### config.mk
export PLATFORM = sky130hd
export DESIGN_NAME = ps2_key_sched
export DESIGN_NICKNAME = d
export VERILOG_FILES = /design/src/rtl/ps2_key_pkg.sv /design/src/rtl/shot_rr_arb.sv /design/src/rtl/ps2_key_sched.sv
export SDC_FILE = /design/constraint.sdc
export NUM_CORES = 1
export LEC_CHECK = 0
export ABC_AREA = 1
export ABC_CLOCK_PERIOD_IN_PS = 1600
export CAP_MARGIN = 20
export CORE_MARGIN = 10
export CORE_UTILIZATION = 52
export CTS_CLUSTER_DIAMETER = 200
export CTS_CLUSTER_SIZE = 12
export DETAILED_ROUTE_END_ITERATION = 8
export PLACE_DENSITY = 0.87
export SYNTH_ARGS = -nofsm -noshare
export SYNTH_HDL_FRONTEND = slang
export SYNTH_SLANG_ARGS = --single-unit
### constraint.sdc
create_clock -name board_clk -period 1.6 [get_ports board_clk]
set_clock_uncertainty 0.05 [all_clocks]
set_input_delay 0.4 -clock board_clk [delete_from_list [all_inputs] [get_ports board_clk]]
set_output_delay 0.4 -clock board_clk [all_outputs]
set_load 0.01 [all_outputs]
### src/rtl/ps2_key_pkg.sv
// Shared constants for the PS/2 two-player key scheduler: scan codes,
// decoder state encoding, key-bit indices and the scan-code to key lookup.
package ps2_key_pkg;

  localparam logic [7:0] SC_EXT      = 8'hE0;
  localparam logic [7:0] SC_BRK      = 8'hF0;

  localparam logic [7:0] SC_P1_UP    = 8'h1D;
  localparam logic [7:0] SC_P1_DOWN  = 8'h1B;
  localparam logic [7:0] SC_P1_LEFT  = 8'h1C;
  localparam logic [7:0] SC_P1_RIGHT = 8'h23;
  localparam logic [7:0] SC_P1_SHOOT = 8'h3B;
  localparam logic [7:0] SC_P2_SHOOT = 8'h4C;
  localparam logic [7:0] SC_P2_UP    = 8'h75;
  localparam logic [7:0] SC_P2_DOWN  = 8'h72;
  localparam logic [7:0] SC_P2_LEFT  = 8'h6B;
  localparam logic [7:0] SC_P2_RIGHT = 8'h74;

  localparam logic [1:0] ST_IDLE    = 2'd0;
  localparam logic [1:0] ST_EXT     = 2'd1;
  localparam logic [1:0] ST_BRK     = 2'd2;
  localparam logic [1:0] ST_EXT_BRK = 2'd3;

  localparam logic [2:0] UP    = 3'd0;
  localparam logic [2:0] DOWN  = 3'd1;
  localparam logic [2:0] LEFT  = 3'd2;
  localparam logic [2:0] RIGHT = 3'd3;
  localparam logic [2:0] SHOOT = 3'd4;

  typedef struct packed {
    logic       hit;
    logic       player;
    logic [2:0] idx;
  } key_map_t;

  // Arrow codes only map when E0-prefixed; the bare codes are keypad keys.
  function automatic key_map_t key_lookup(input logic ext, input logic [7:0] code);
    key_map_t m;
    m = '0;
    if (ext) begin
      case (code)
        SC_P2_UP:    m = '{hit: 1'b1, player: 1'b1, idx: UP};
        SC_P2_DOWN:  m = '{hit: 1'b1, player: 1'b1, idx: DOWN};
        SC_P2_LEFT:  m = '{hit: 1'b1, player: 1'b1, idx: LEFT};
        SC_P2_RIGHT: m = '{hit: 1'b1, player: 1'b1, idx: RIGHT};
        default:     m = '0;
      endcase
    end else begin
      case (code)
        SC_P1_UP:    m = '{hit: 1'b1, player: 1'b0, idx: UP};
        SC_P1_DOWN:  m = '{hit: 1'b1, player: 1'b0, idx: DOWN};
        SC_P1_LEFT:  m = '{hit: 1'b1, player: 1'b0, idx: LEFT};
        SC_P1_RIGHT: m = '{hit: 1'b1, player: 1'b0, idx: RIGHT};
        SC_P1_SHOOT: m = '{hit: 1'b1, player: 1'b0, idx: SHOOT};
        SC_P2_SHOOT: m = '{hit: 1'b1, player: 1'b1, idx: SHOOT};
        default:     m = '0;
      endcase
    end
    return m;
  endfunction

endpackage

### src/rtl/shot_rr_arb.sv
// Round-robin shot arbiter: per-player cooldown counters and a req/ack
// handshake to the shared projectile resource.
module shot_rr_arb #(
  parameter logic [15:0] COOLDOWN = 16'd50000
) (
  input  logic       board_clk,
  input  logic       reset,
  input  logic [1:0] shoot,
  input  logic       spawn_ack,
  output logic       spawn_req,
  output logic       spawn_id
);

  logic [1:0][15:0] cnt;
  logic             prio;
  logic [1:0]       elig;
  logic             pick;

  always_comb begin
    elig[0] = shoot[0] && (cnt[0] == '0);
    elig[1] = shoot[1] && (cnt[1] == '0);
    pick    = (elig == 2'b11) ? prio : elig[1];
  end

  // The granted counter's COOLDOWN load overrides its decrement.
  always_ff @(posedge board_clk) begin
    if (reset) begin
      cnt       <= '0;
      prio      <= 1'b0;
      spawn_req <= 1'b0;
      spawn_id  <= 1'b0;
    end else begin
      if (cnt[0] != '0) cnt[0] <= cnt[0] - 16'd1;
      if (cnt[1] != '0) cnt[1] <= cnt[1] - 16'd1;
      if (spawn_req) begin
        if (spawn_ack) begin
          spawn_req     <= 1'b0;
          cnt[spawn_id] <= COOLDOWN;
          prio          <= ~spawn_id;
        end
      end else if (|elig) begin
        spawn_req <= 1'b1;
        spawn_id  <= pick;
      end
    end
  end

endmodule

### src/rtl/ps2_key_sched.sv
// PS/2 scan-code decoder holding two players' key state, feeding a shot arbiter.
// Optional prefix timeout: define PS2_SCHED_TIMEOUT_EN.
module ps2_key_sched #(
  parameter logic [15:0] COOLDOWN = 16'd50000,
  parameter logic [19:0] TIMEOUT  = 20'd500000
) (
  input  logic       board_clk,
  input  logic       reset,
  input  logic [7:0] rx_data,
  input  logic       rx_valid,
  output logic [4:0] p1,
  output logic [4:0] p2,
  output logic       spawn_req,
  output logic       spawn_id,
  input  logic       spawn_ack,
  output logic       proto_err
);
  import ps2_key_pkg::*;

  logic [1:0] state;
  logic [1:0] state_d;
  logic       err_d;
  logic       upd;
  logic       make;
  logic       ext;
  logic       timeout_hit;
  key_map_t   map;
  logic [4:0] p1_d;
  logic [4:0] p2_d;

`ifdef PS2_SCHED_TIMEOUT_EN
  logic [19:0] timer;

  always_comb begin
    timeout_hit = (state != ST_IDLE) && !rx_valid &&
                  (({1'b0, timer} + 21'd1) >= {1'b0, TIMEOUT});
  end

  always_ff @(posedge board_clk) begin
    if (reset) begin
      timer <= '0;
    end else if (rx_valid || (state == ST_IDLE) || timeout_hit) begin
      timer <= '0;
    end else begin
      timer <= timer + 20'd1;
    end
  end
`else
  always_comb begin
    timeout_hit = 1'b0;
  end
`endif

  always_comb begin
    state_d = state;
    err_d   = 1'b0;
    upd     = 1'b0;
    make    = (state == ST_IDLE) || (state == ST_EXT);
    ext     = (state == ST_EXT) || (state == ST_EXT_BRK);
    if (rx_valid) begin
      if (rx_data == SC_EXT) begin
        if (state == ST_IDLE) begin
          state_d = ST_EXT;
        end else begin
          err_d   = 1'b1;
          state_d = ST_IDLE;
        end
      end else if (rx_data == SC_BRK) begin
        case (state)
          ST_IDLE: state_d = ST_BRK;
          ST_EXT:  state_d = ST_EXT_BRK;
          default: begin
            err_d   = 1'b1;
            state_d = ST_IDLE;
          end
        endcase
      end else begin
        upd     = 1'b1;
        state_d = ST_IDLE;
      end
    end else if (timeout_hit) begin
      err_d   = 1'b1;
      state_d = ST_IDLE;
    end
  end

  always_comb begin
    map  = key_lookup(ext, rx_data);
    p1_d = p1;
    p2_d = p2;
    if (upd && map.hit) begin
      if (map.player) p2_d[map.idx] = make;
      else            p1_d[map.idx] = make;
    end
  end

  always_ff @(posedge board_clk) begin
    if (reset) begin
      state     <= ST_IDLE;
      proto_err <= 1'b0;
      p1        <= '0;
      p2        <= '0;
    end else begin
      state     <= state_d;
      proto_err <= err_d;
      p1        <= p1_d;
      p2        <= p2_d;
    end
  end

  shot_rr_arb #(
    .COOLDOWN (COOLDOWN)
  ) u_arb (
    .board_clk (board_clk),
    .reset     (reset),
    .shoot     ({p2[SHOOT], p1[SHOOT]}),
    .spawn_ack (spawn_ack),
    .spawn_req (spawn_req),
    .spawn_id  (spawn_id)
  );

endmodule

==> flow_summary.toml <==
[logic_synthesis]
postSynth.asyncResetShare = 0
synth_edf_count = 0
avgSynthCellArea_um2 = 6.47
yosysMostFrequentCell = "nand2_1"
ys_seq_area_frac = 0.349
ys.warnings.count = 0
yosysTopAreaCellShare = 0.349
synth_area_um2 = 2750
synth_common_cells = "nand2_1 (113), nor2_1 (95), inv_1 (49)"
netlist-cell-type-count = 34
synth_top_area_cell = "dfxtp_1"
postSynthCellCount = 425
synth_flop_cell = "dfxtp_1"
syn_nets = 440
synth.ff_latch_count = 48
synth_area_leaders = "dfxtp_1 (35%), nand2_1 (15%), nor2_1 (13%), inv_1 (6.7%), xor2_1 (4.5%)"

[hold_path]
hold_path_depth = 1
hold_start = "u_arb.cnt[18]$_SDFF_PP0_"
whs_endpoint = "u_arb.cnt[18]$_SDFF_PP0_"
hold_path_class = "reg2reg"

[worst_setup_path]
path_max_fanout = 7
cpMaxStageDelayCell = "dfxtp_2"
arrival_ps = 1850
reg2reg_depth = 6
startpoint_type = "flip-flop"
reg2reg_to = "p2[4]$_SDFFE_PP0P_"
cp-end-kind = "flip-flop"
reg2reg_slack_ps = -70
critPathBufInv = 2
crit_type = "reg2reg"
cp.required_ps = 1780
r2r_start = "state[0]$_SDFFE_PP0P_"
crit_chain = "inv_1 -> nand2_1 -> inv_1 -> nor3_4 -> nand3_1 -> a21oi_1"
critical-path-top-delay-family = "simple AND/OR/NAND/NOR gates"
cp_common_cell = "inv_1"
critPathMaxStageDelay_ps = 420

[timing]
tightest_slew_ps = 482
period_minus_slack_ps = 1670
drv_slew = 0
setup_viol = 6
rsz0062_at_grt = "yes"
max_freq_mhz = 600
slew_headroom = 0.676
hold_viol = 0
fin_ws_ps = -66.4
period_share = 1.04
setup_tns_ps = -204
hold_ws_ps = 385

[placed_design]
dpl.hpwl_mm = 5.67
placed_area_um2 = 3410
portBuffers = 24
gp_congestion = 0.956

[detailed_routing]
dr.first_iter.drc_count = 237
highest_layer = "met4"
first_pass_iters = 5
antenna_left = 0
num_vias = 3293
routed-wl-met3_um = 790
routed-wl-met2_mm = 4.46
drc = 0
wl_per_cell_um = 16.4
wl_mm = 9.46
viasPerCell = 5.70
wl_met1_mm = 3.63

[die]
row_count = 26
die_w_um = 92.7
core_area_um2 = 5110
pin_count = 25
die-area_um2 = 8600
initial_core_util = 0.539
fp.dieH_um = 92.7

[clocking]
cts_buffers = 5
cts_max_level = 2
cts.sinks = 48
cts_tree = "yes"
cts.clk_slew.worst_paths_ps = 90
worstSkewPairLatency_ps = 320
cts.path.max_buffers = 2
cts-root-buf = "clkbuf_8"

[cells_and_area]
final_nets = 522
diodes = 0
drive_gt1_frac = 0.394
area_growth_pct = 44.7
fin_area_um2 = 3980
final_core_utilization = 0.780

[global_routing]
grtUsageTotal = 0.182
grt_pass1_wl_mm = 13.0
grt_pass1_vias = 2967
globalRouteOverflowTotal = 0
grt_max_degree = 17
antenna_found_initial = 0

[pwr]
seq_power_share = 0.273
p_sw_mw = 3.21
internal_power_mw = 3.68
p_leak_nw = 1.86
ir_drop_mv = 1.16
pwr-share-clk = 0.106
combPwrFrac = 0.621
power_density_nw_per_um2 = 1730
switching_share = 0.466

[status]
outcome = "finished with violations"
violations = "setup timing"

[run]
maxCapViolations = 0
kinds of logic (layout without fill, tap and decap cells):
group / Yosys count / after routing / synth area share
AOI/OAI and AO/OA: 37 / 37 / 0.0805
and+or+nand+nor: 262 / 262 / 0.420
DFF: 48 / 48 / 0.349
buffers and inverters: 56 / 139 / 0.0764
xor gates and xnor gates: 19 / 19 / 0.0605
adders and majority gates: 3 / 3 / 0.0136
flip-flops by register name, indices dropped and copies added, names as in the netlist:
register	flops
u_arb.cnt	32
p1	5
p2	5
state	2
proto_err	1
u_arb.prio	1
u_arb.spawn_id	1
u_arb.spawn_req	1
layout by cell type, fill, tap and decap left out, types with 2 or more instances in the layout:
cell,instances
o21ai_0,4
nand2_1,82
clkdlybuf4s50_1,3
o21ai_1,3
a211oi_1,2
ha_4,3
nand4_4,2
clkbuf_2,8
nand2_2,27
inv_1,34
nor4_1,3
dfxtp_1,36
clkinv_2,2
a21oi_1,15
nand3_4,4
clkbuf_8,5
a31oi_1,2
buf_4,54
dlygate4sd2_1,13
nand3_1,7
xnor2_1,4
nor3_1,8
dfxtp_2,12
nor2_2,19
xor2_1,14
nand2_4,11
o32ai_1,2
nand4_1,7
nor2_4,21
o31ai_1,3
nor3_4,2
nor3_2,4
nor2_1,62
inv_2,16
how the worst max path moves through the flow:
stage                                        to                     start  cells after the start  slack (ps)
finish                       p2[4]$_SDFFE_PP0P_     state[0]$_SDFFE_PP0P_                      6         -70
detailed placement           p2[2]$_SDFFE_PP0P_                rx_data[4]                     12        -570
floorplan              u_arb.cnt[25]$_SDFF_PP0_  u_arb.cnt[16]$_SDFF_PP0_                     11          30
global route           u_arb.cnt[25]$_SDFF_PP0_  u_arb.cnt[26]$_SDFF_PP0_                     11        -110
global placement             p2[1]$_SDFFE_PP0P_                rx_data[6]                     12        -540
CTS                 u_arb.spawn_id$_SDFFE_PP0P_   u_arb.cnt[0]$_SDFF_PP0_                      9           2
metal layers:
layer	up-vias	track usage
li1	1506	-
met3	58	0.0363
met4	0	0.0630
met5	-	0
met2	207	0.333
met1	1522	0.203
power by group through the flow:
stage	Clock, mW	Sequential, mW	Combinational [mW]
after floorplan	0	1.77	2.27
after global placement	0	1.79	3.17
after detailed placement	0	1.81	3.33
after CTS	0.724	1.80	3.54
after global routing	0.778	1.92	4.66
final	0.729	1.88	4.28
cell type report:
class,instances,area (µm²)
Multi-Input combinational cell,321,2030
Fill cell,316,1130
Sequential cell,48,976
Timing Repair Buffer,79,601
Inverter,52,198
Tap cell,70,87.6
Clock buffer,5,68.8
Clock inverter,3,18.8
repair_timing:
item	CTS	global route
setup endpoints to repair	43	33
buffers inserted	2	7
pin swaps	18	41
hold buffers	0	0
resized for setup	63	123
endpoints found under the hold margin	0	0
stage by stage:
step                instances  setup WS [ps]  power (mW)
floorplan                 425           32.6        4.03
global placement          561           -537        4.96
detailed placement        561           -572        5.13
CTS                       571           1.61        6.07
global route              578           -114        7.36
finish                    578          -66.4        6.89
Power figures use the tool's default switching activity.
